--- config.mk ---
export PLATFORM = sky130hd
export DESIGN_NAME = apb_cmd_master
export DESIGN_NICKNAME = d
export VERILOG_FILES = /design/src/rtl/apb_pkg.sv /design/src/rtl/apb_cmd_master.sv
export SDC_FILE = /design/constraint.sdc
export NUM_CORES = 1
export LEC_CHECK = 0
export CAP_MARGIN = 20
export CORE_MARGIN = 3
export CORE_UTILIZATION = 38
export DETAILED_ROUTE_END_ITERATION = 8
export PLACE_DENSITY = 0.74
export SYNTH_ARGS = -nofsm -noshare
export SYNTH_HDL_FRONTEND = slang
export SYNTH_SLANG_ARGS = --single-unit
--- constraint.sdc ---
create_clock -name pclk -period 3.4 [get_ports pclk]
set_input_delay 0.51 -clock pclk [delete_from_list [all_inputs] [get_ports pclk]]
set_output_delay 0.51 -clock pclk [all_outputs]
set_load 0.005 [all_outputs]
--- src/rtl/apb_pkg.sv ---
// Shared APB definitions: master FSM state encoding and bus-width defaults.
// The decode-error pattern is what the register slave returns for unmapped addresses.
package apb_pkg;

    localparam int APB_ADDR_W = 32;
    localparam int APB_DATA_W = 32;

    localparam logic [31:0] APB_DECODE_ERR = 32'hDEAD_DEAD;

    typedef enum logic [2:0] {
        IDLE,
        SETUP,
        ACCESS,
        RDWAIT,
        RESP
    } apb_mst_state_e;

endpackage

--- src/rtl/apb_cmd_master.sv ---
// Turns a valid/ready command stream into single APB transfers, one response per command.
// The slave has no pready, so read data is sampled a fixed RD_LAT cycles after ACCESS.
module apb_cmd_master
    import apb_pkg::*;
#(
    parameter int ADDR_W = APB_ADDR_W,
    parameter int DATA_W = APB_DATA_W,
    parameter int RD_LAT = 1
) (
    input  logic              pclk,
    input  logic              preset,

    input  logic              cmd_valid,
    output logic              cmd_ready,
    input  logic              cmd_write,
    input  logic [ADDR_W-1:0] cmd_addr,
    input  logic [DATA_W-1:0] cmd_wdata,

    output logic              rsp_valid,
    input  logic              rsp_ready,
    output logic              rsp_write,
    output logic [DATA_W-1:0] rsp_rdata,
    output logic              rsp_err,

    output logic              psel,
    output logic              penable,
    output logic              pwrite,
    output logic [ADDR_W-1:0] paddr,
    output logic [DATA_W-1:0] pwdata,
    input  logic [DATA_W-1:0] prdata,

    output logic              busy
);

    // RD_LAT is at most 3, so the RDWAIT countdown never needs more than 2 bits.
    localparam logic [1:0] CNT_LOAD = (RD_LAT > 0) ? 2'(RD_LAT - 1) : 2'd0;

    apb_mst_state_e    state_q, state_d;
    logic              psel_q, psel_d;
    logic              penable_q, penable_d;
    logic              pwrite_q, pwrite_d;
    logic [ADDR_W-1:0] paddr_q, paddr_d;
    logic [DATA_W-1:0] pwdata_q, pwdata_d;
    logic              rsp_valid_q, rsp_valid_d;
    logic              rsp_write_q, rsp_write_d;
    logic [DATA_W-1:0] rsp_rdata_q, rsp_rdata_d;
    logic              rsp_err_q, rsp_err_d;
    logic [1:0]        cnt_q, cnt_d;

    always_comb begin
        // NOTE: every signal gets its hold value first so no path through the case infers a latch.
        state_d     = state_q;
        psel_d      = psel_q;
        penable_d   = penable_q;
        pwrite_d    = pwrite_q;
        paddr_d     = paddr_q;
        pwdata_d    = pwdata_q;
        rsp_valid_d = rsp_valid_q;
        rsp_write_d = rsp_write_q;
        rsp_rdata_d = rsp_rdata_q;
        rsp_err_d   = rsp_err_q;
        cnt_d       = cnt_q;

        unique case (state_q)
            IDLE: begin
                if (cmd_valid) begin
                    rsp_write_d = cmd_write;
                    rsp_rdata_d = '0;
                    if (cmd_addr[1:0] != 2'b00) begin
                        // Misaligned: answer straight away, leave the bus untouched.
                        rsp_err_d   = 1'b1;
                        rsp_valid_d = 1'b1;
                        state_d     = RESP;
                    end else begin
                        rsp_err_d = 1'b0;
                        psel_d    = 1'b1;
                        paddr_d   = cmd_addr;
                        pwrite_d  = cmd_write;
                        pwdata_d  = cmd_write ? cmd_wdata : '0;
                        state_d   = SETUP;
                    end
                end
            end

            SETUP: begin
                penable_d = 1'b1;
                state_d   = ACCESS;
            end

            ACCESS: begin
                psel_d    = 1'b0;
                penable_d = 1'b0;
                if (pwrite_q) begin
                    rsp_valid_d = 1'b1;
                    state_d     = RESP;
                end else if (RD_LAT == 0) begin
                    rsp_rdata_d = prdata;
                    rsp_valid_d = 1'b1;
                    state_d     = RESP;
                end else begin
                    cnt_d   = CNT_LOAD;
                    state_d = RDWAIT;
                end
            end

            RDWAIT: begin
                if (cnt_q == 2'd0) begin
                    rsp_rdata_d = prdata;
                    rsp_valid_d = 1'b1;
                    state_d     = RESP;
                end else begin
                    cnt_d = cnt_q - 2'd1;
                end
            end

            RESP: begin
                if (rsp_ready) begin
                    rsp_valid_d = 1'b0;
                    state_d     = IDLE;
                end
            end

            default: state_d = IDLE;
        endcase
    end

    always_ff @(posedge pclk or posedge preset) begin
        if (preset) begin
            state_q     <= IDLE;
            psel_q      <= 1'b0;
            penable_q   <= 1'b0;
            pwrite_q    <= 1'b0;
            paddr_q     <= '0;
            pwdata_q    <= '0;
            rsp_valid_q <= 1'b0;
            rsp_write_q <= 1'b0;
            rsp_rdata_q <= '0;
            rsp_err_q   <= 1'b0;
            cnt_q       <= 2'd0;
        end else begin
            // NOTE: non-blocking updates so every flop samples the pre-edge value of every other.
            state_q     <= state_d;
            psel_q      <= psel_d;
            penable_q   <= penable_d;
            pwrite_q    <= pwrite_d;
            paddr_q     <= paddr_d;
            pwdata_q    <= pwdata_d;
            rsp_valid_q <= rsp_valid_d;
            rsp_write_q <= rsp_write_d;
            rsp_rdata_q <= rsp_rdata_d;
            rsp_err_q   <= rsp_err_d;
            cnt_q       <= cnt_d;
        end
    end

    assign cmd_ready = (state_q == IDLE);
    assign busy      = (state_q != IDLE);

    assign psel      = psel_q;
    assign penable   = penable_q;
    assign pwrite    = pwrite_q;
    assign paddr     = paddr_q;
    assign pwdata    = pwdata_q;
    assign rsp_valid = rsp_valid_q;
    assign rsp_write = rsp_write_q;
    assign rsp_rdata = rsp_rdata_q;
    assign rsp_err   = rsp_err_q;

endmodule

-- After elaboration in Yosys (flattened, before gate mapping)
Index checks and enable logic that the tools add are counted.
- $add $sub $neg: 1
- equality and inequality tests: 12
- mux-type cells: 24
- bitwise logic cells: 1
- reduce and logical (&&, ||, !) cells: 16
- operators by type and width (operator ; count):
    two-way mux 32 bit ; 3
    one-hot mux 32 bit (2 select lines) ; 1
    two-way mux 3 bit ; 5
    one-hot mux 3 bit (5 select lines) ; 1
    AND reduction 3 bit ; 5
    != test 2 bit (second input constant) ; 7
    nonzero test 2 bit ; 5
    two-way mux 1 bit ; 8
    == test 3 x 2 -> 1 bit (second input constant) ; 2
    AND reduction 6 bit ; 1
    two-way mux 2 bit ; 2
    one-hot mux 1 bit (2 select lines) ; 2
    one-hot mux 1 bit (4 select lines) ; 1
    one-hot mux 2 bit (2 select lines) ; 1
    nonzero test 4 bit ; 1
    == test 3 x 1 -> 1 bit (second input constant) ; 1
    == test 3 bit (second input constant) ; 1
    logical NOT 3 bit ; 1
    nonzero test 3 bit ; 1
    logical NOT 2 bit ; 1
    != test 2 x 1 -> 1 bit (second input constant) ; 1
    AND reduction 2 bit ; 1
    subtractor 2 x 1 -> 2 bit (second input constant) ; 1
    inverter 1 bit ; 1
- flip-flop bits (word level): 107
- output and inout bits: 104
- word-level logic and storage cells: 65

-- Longest topological paths before layout
Gate-level depths: netlist of run 1.
- word-level depth: 4
- depth in mapped cells: 6

-- Worst setup path before layout of run 1
Ideal clock, no wire load.
- kind: input -> register
- start point: input port cmd_valid
- end point: register paddr_q[10] (netlist: paddr[10])
- library setup time: 125 ps
- data arrival time: 1458 ps
- setup slack: 1817 ps
- stages on the path: 5
- cell sequence: nor4b_4 > nand2_1 > buf_4 > buf_6 > mux2_4
- word-level cells in the longest chain between the ends: 1
- ends and longest elaborated chain (element ; RTL line ; RTL):
    start: declaration ; apb_cmd_master.sv:13 ; input logic cmd_valid,
    AND reduction 3 bit (no line) ; n/a ;
    end signal: assignment ; apb_cmd_master.sv:146 ; paddr_q <= paddr_d;
    end: declaration ; apb_cmd_master.sv:42 ; logic [ADDR_W-1:0] paddr_q, paddr_d;
No other way between the ends.
A chain may end at the register's enable or synchronous reset.

-- Final worst setup path of run 1
- start point: input port cmd_valid
- end point: register pwdata_q[23] (netlist: pwdata[23])
- word-level cells in the longest chain between the ends: 1
- ends and longest elaborated chain (element ; RTL line ; RTL):
    AND reduction 3 bit (no line) ; n/a ;
    end signal: assignment ; apb_cmd_master.sv:147 ; pwdata_q <= pwdata_d;
    end: declaration ; apb_cmd_master.sv:43 ; logic [DATA_W-1:0] pwdata_q, pwdata_d;
No other way between the ends.

==> flow_summary.json, run 1 <==
{
  "status": "complete, no violations",
  "cts_buffers": 9,
  "antenna_found_initial": 0,
  "synth_fp_nets": 505,
  "fill_cells": 931,
  "dieHeight_um": 116,
  "first_pass_iters": 4,
  "grt_setup_unrepaired": "no",
  "crit_type": "input pin to register",
  "crit_path_start_kind": "input pin",
  "avgViaCountPerCell": 4.66,
  "min_delay_worst_endpoint": "rsp_err$_DFFE_PP0P_",
  "postLayoutCoreUtil": 0.612,
  "portBuffers": 204,
  "synth_seq_cells": 107,
  "critPathArrivalTime_ns": 2.54,
  "cts_buffer_depth": 2,
  "n_antenna_cell": 0,
  "track_usage": 0.170,
  "root_buffer": "clkbuf_16",
  "post-route-min-period_ns": 2.32,
  "grt_pass1_wl_um": 18000,
  "hold_depth": 1,
  "synth_cell_types": 32,
  "wl_per_cell_um": 15.5,
  "netlist_instances": 403,
  "synth.most_common_cell": "dfrtp_1",
  "syn_to_final_growth_pct": 54.4,
  "hp-start": "rsp_err$_DFFE_PP0P_",
  "synth.area.top_cells": "dfrtp_1 58%, mux2i_1 14%, mux2_2 6.6%",
  "layout-drive-gt1-share": 0.0954,
  "fp-row-count": 39,
  "final_nets": 705,
  "clk_latency_ns": 0.34,
  "tightest_slew_ns": 0.793,
  "synth_seq_area_share": 0.579,
  "grt_max_degree": 58,
  "relSlewSlack": 0.471,
  "final-setup-viol-count": 0,
  "yosysWarnings": 0,
  "endpoint_kind": "register",
  "r2r-start": "state_q[0]$_DFFE_PP0P_",
  "slew_violations": 0,
  "pin_count": 205,
  "cts_hold_buf": 0,
  "power_density_nw_per_um2": 692,
  "power_mw": 4.94,
  "h-tree-depth": 3,
  "die_w_um": 116,
  "place_hpwl_um": 8630,
  "syn_avg_cell_area_sq_um": 11.5,
  "hold_path.class": "register to register",
  "fin_setup_tns_ns": 0,
  "postRouteAntennaNets": 0,
  "place.gp.congestion": 0.781,
  "drt_wl_total_um": 11600,
  "peakVddDrop_v": 0.000377,
  "synth_common_cells": "107 x dfrtp_1, 71 x inv_1, 68 x nand2_1",
  "num_vias": 3497,
  "syn_area_sq_um": 4620,
  "leakagePower_nw": 3.28,
  "synth_edf_count": 0,
  "start_util": 0.397,
  "timing.hold.ws_ns": 0.506,
  "ctsResizeCount": 0,
  "reg2reg_slack_ns": 1.15,
  "cts_num_sinks": 107,
  "finClkSkew_ns": 0.00616,
  "grt-ovfl-total": 0,
  "tritoncts": "yes",
  "fp.coreArea_sq_um": 11700,
  "period_share": 0.683,
  "worst_r2r_path_depth": 4,
  "dr.first_iter.drc_count": 125,
  "grt_pass1_vias": 3657,
  "crit_required_ns": 3.62,
  "path_max_fanout": 53,
  "synthDominantCellAreaShare": 0.579,
  "async_flop_share": 1.00,
  "drv_cap": 0,
  "hold_viol": 0,
  "fmax_mhz": 430,
  "clkTransAtPathRegs_ns": 0.07,
  "synth_top_area_cell": "dfrtp_1",
  "synth_top_flop_cell": "dfrtp_1",
  "die-area_sq_um": 13500,
  "route.detailed.drc": 0,
  "r2r_end": "pwdata[23]$_DFFE_PP0P_",
  "post_cts_buffers": 0
}
## kinds of logic after synthesis
kind of cell             share of synthesized area
multiplexers                                 0.225
AO/OA/AOI/OAI                               0.0260
flip-flops                                   0.579
buffers and inverters                       0.0836
AND/OR/NAND/NOR                             0.0839
adder cells (fa/ha/maj)                    0.00271
## placed cells by master (no fill, tap or decap), types with 2 or more instances in the layout
cell type | Yosys | final
clkdlybuf4s50_1 | 0 | 204
dfrtp_1 | 107 | 107
inv_1 | 71 | 70
nand2_1 | 68 | 67
mux2i_1 | 66 | 66
mux2_2 | 27 | 27
clkbuf_16 | 0 | 9
nor2_1 | 7 | 7
mux2_4 | 5 | 5
a21oi_1 | 5 | 5
buf_4 | 1 | 4
clkinv_2 | 0 | 3
nor4b_1 | 2 | 2
o22ai_1 | 2 | 2
o21ai_0 | 2 | 2
nor3_1 | 2 | 2
a21boi_0 | 2 | 2
o21a_1 | 2 | 2
and2_1 | 2 | 2
bufinv_16 | 0 | 2
clkbuf_8 | 0 | 2
## power by group
part           internal, mW  leakage, nW  switching, mW
logic                  1.21         1.74          0.624
clock network         0.682        0.165          0.443
registers              1.69         1.38          0.293
total                  3.58         3.28           1.36
## metal layers
layer / vias to the layer above / wire [um] / GRT usage
li1: 1676 / - / -
met2: 154 / 5560 / 0.281
met5: - / 0 / 0
met4: 0 / 202 / 0.0665
met3: 14 / 1080 / 0.0591
met1: 1653 / 4790 / 0.204
## final cells by class
| cell class | count | area (sq um) | area share |
|---|---|---|---|
| timing repair buffer | 210 | 2120 | 0.297 |
| clock buffer | 11 | 253 | 0.0354 |
| inverter | 71 | 269 | 0.0377 |
| clock inverter | 5 | 75.1 | 0.0105 |
| tap | 143 | 179 | 0.0251 |
| sequential | 107 | 2680 | 0.375 |
| multi-input combinational | 204 | 1570 | 0.220 |
## per-stage QoR
step                instances  area (sq um)  setup WS, ns
global placement          734          6790         0.807
floorplan                 403          4620        0.0728
global route              751          7140         0.914
finish                    751          7140          1.08
CTS                       750          7110          1.06
detailed placement        734          6790         0.669
## state kept, by name, indices dropped and copies added, names as in the netlist
signal,count
cnt_q,2
paddr,32
penable,1
psel,1
pwdata,32
pwrite,1
rsp_err,1
rsp_rdata,32
rsp_valid,1
rsp_write,1
state_q,3
## worst max-delay path: stages
cell             delay [ns]
clkdlybuf4s50_1        0.56
nor4b_4                0.39
nand2_4                0.51
buf_4                  0.41
mux2i_1                0.14
## how the worst max path moves through the flow
| stage | from | endpoint | slack [ns] |
|---|---|---|---|
| 2_1_floorplan | preset | cnt_q[0]$_DFFE_PP0P_ | 0.07 |
| 3_3_place_gp | cmd_valid | pwdata[29]$_DFFE_PP0P_ | 0.81 |
| 3_5_place_dp | cmd_valid | pwdata[29]$_DFFE_PP0P_ | 0.67 |
| 4_1_cts | cmd_valid | pwdata[21]$_DFFE_PP0P_ | 1.06 |
| 5_1_grt | cmd_valid | pwdata[21]$_DFFE_PP0P_ | 0.91 |
| 6_report | cmd_valid | pwdata[23]$_DFFE_PP0P_ | 1.08 |
No activity file was read; power rests on OpenSTA's default activity.
==> run 2: changes to the inputs <==
==> constraint.sdc (replaced) <==
create_clock -name pclk -period 1.9 [get_ports pclk]
set_input_delay 0.285 -clock pclk [delete_from_list [all_inputs] [get_ports pclk]]
set_output_delay 0.285 -clock pclk [all_outputs]
set_load 0.005 [all_outputs]
==> run 2 against run 1 <==
  * Total power is 82% higher
  * Clock power is 86% higher
  * Register-to-register slack lost 0.91 ns
  * Utilization up 0.84 points
  * Hold slack worse by 0.22 ns
==> flow_summary.json, run 2 (synthesis gave the netlist of run 1 again) <==
{
  "tightest_slew_ns": 0.420,
  "fp-row-count": 39,
  "track_usage": 0.173,
  "postRouteAntennaNets": 0,
  "final-setup-viol-count": 0,
  "slowest_stage": "clkdlybuf4s50_1",
  "intPower_mw": 6.55,
  "pin_count": 205,
  "period_share": 0.954,
  "antenna_found_initial": 0,
  "grt-ovfl-total": 0,
  "power_mw": 8.98,
  "syn_to_final_growth_pct": 56.5,
  "timing.hold.ws_ns": 0.289,
  "pre_cts_ws_ns": -0.155,
  "n_antenna_cell": 0,
  "slew_violations": 0,
  "gr-usage-met3": 0.0549,
  "p_clk_frac": 0.232,
  "final_common_cell": "clkdlybuf4s50_1",
  "cts_buffer_depth": 2,
  "cts_hold_buf": 0,
  "power.share.switching": 0.270,
  "route.detailed.drc": 0,
  "multiInputGateArea_sq_um": 1570,
  "fp.coreArea_sq_um": 11700,
  "die_w_um": 116,
  "die-area_sq_um": 13500,
  "cts_buffers": 9,
  "hold_viol": 0,
  "power.switching_mw": 2.43,
  "grt_util_met2": 0.277,
  "clkTransAtPathRegs_ns": 0.07,
  "place_hpwl_um": 8700,
  "grt_pass1_wl_um": 18400,
  "drv_cap": 0,
  "start_util": 0.397,
  "avgViaCountPerCell": 4.63,
  "crit_path_start_kind": "register",
  "endpoint_kind": "output pin",
  "status": "complete, no violations",
  "layout-drive-gt1-share": 0.110,
  "crit_type": "register to output pin",
  "power_density_nw_per_um2": 1240,
  "wl_per_cell_um": 15.3,
  "first_pass_iters": 4,
  "h-tree-depth": 3,
  "dr.first_iter.drc_count": 183,
  "portBuffers": 204,
  "cts_num_sinks": 107,
  "path_cells": "nor3_2 > clkdlybuf4s50_1",
  "leakagePower_nw": 3.32,
  "hold_path.class": "input pin to async pin",
  "final_cell_mix": "204 x clkdlybuf4s50_1, 105 x dfrtp_1, 70 x inv_1",
  "grt_max_degree": 49,
  "fill_cells": 937,
  "path_max_fanout": 5,
  "clk_latency_ns": 0.34,
  "grt_pass1_vias": 3681,
  "tritoncts": "yes",
  "finClkSkew_ns": 0.00456,
  "root_buffer": "clkbuf_16",
  "grt_setup_unrepaired": "no",
  "seqCellArea_sq_um": 2680,
  "fmax_mhz": 552,
  "setup_ws_ns": 0.0872,
  "post-route-min-period_ns": 1.81,
  "crit_required_ns": 1.62,
  "drt_wl_total_um": 11600,
  "p_seq_frac": 0.387,
  "grt_use_met1": 0.220,
  "peakVddDrop_v": 0.000683,
  "pwr-share-comb": 0.381,
  "cpPeakStageDelay_ns": 0.53,
  "critPathArrivalTime_ns": 1.53,
  "dieHeight_um": 116,
  "relSlewSlack": 0.719,
  "grt_busiest_layer": "met2",
  "num_vias": 3514,
  "final_nets": 714,
  "place.gp.congestion": 0.792
}
## run 2: cell type report
| type | instances | share of cell area |
|---|---|---|
| timing repair buffer | 219 | 0.305 |
| sequential | 107 | 0.370 |
| clock buffer | 10 | 0.0316 |
| multi-input combinational | 204 | 0.217 |
| inverter | 71 | 0.0373 |
| tap | 143 | 0.0247 |
| clock inverter | 5 | 0.0142 |
## run 2: power groups by stage
stage	registers, mW	logic [mW]	clock network (mW)
detailed placement	3.51	3.47	0
global route	3.59	3.71	2.23
finish	3.48	3.42	2.08
global placement	3.48	3.41	0
CTS	3.49	3.48	2.14
floorplan	3.51	1.33	0
## run 2: critical path: cells and delay by family, from the launching register on
family,cells,cell delay (ns)
flops,1,0.45
buf+inv,1,0.53
simple gates,1,0.21
## run 2: final timing paths
| kind | slack, ns | start | to | cells after the start |
|---|---|---|---|---|
| min in group pclk | 0.49 | cmd_wdata[8] | pwdata[8]$_DFFE_PP0P_ | 3 |
| worst max-delay path | 0.09 | state_q[0]$_DFFE_PP0P_ | cmd_ready | 2 |
| max in group asynchronous | 1.03 | preset | cnt_q[1]$_DFFE_PP0P_ | 3 |
| worst min-delay path | 0.29 | preset | paddr[21]$_DFFE_PP0P_ | 2 |
| worst min register to register | 0.49 | paddr[0]$_DFFE_PP0P_ | paddr[0]$_DFFE_PP0P_ | 1 |
| worst max register to register | 0.24 | cnt_q[0]$_DFFE_PP0P_ | rsp_rdata[2]$_DFFE_PP0P_ | 6 |
## run 2: metal layers
layer,wire length [um],share of wire
met3,1070,0.092
met5,0,0
met4,208,0.018
met2,5420,0.47
met1,4910,0.42
## run 2: per-stage QoR
stage          instances  setup TNS (ns)  area (sq um)  utilization
2_1_floorplan        403               0          4630            -
3_3_place_gp         743           -1.96          6890        0.591
3_5_place_dp         743           -5.24          6890        0.591
4_1_cts              758               0          7230        0.620
5_1_grt              759               0          7240        0.621
6_report             759               0          7240        0.621
## run 2: what timing repair did
action | in CTS | in global routing
buffers inserted | 0 | 1
endpoints found under the hold margin | 0 | 0
gates resized for setup | 2 | 1
endpoints found under the setup margin | 2 | 1
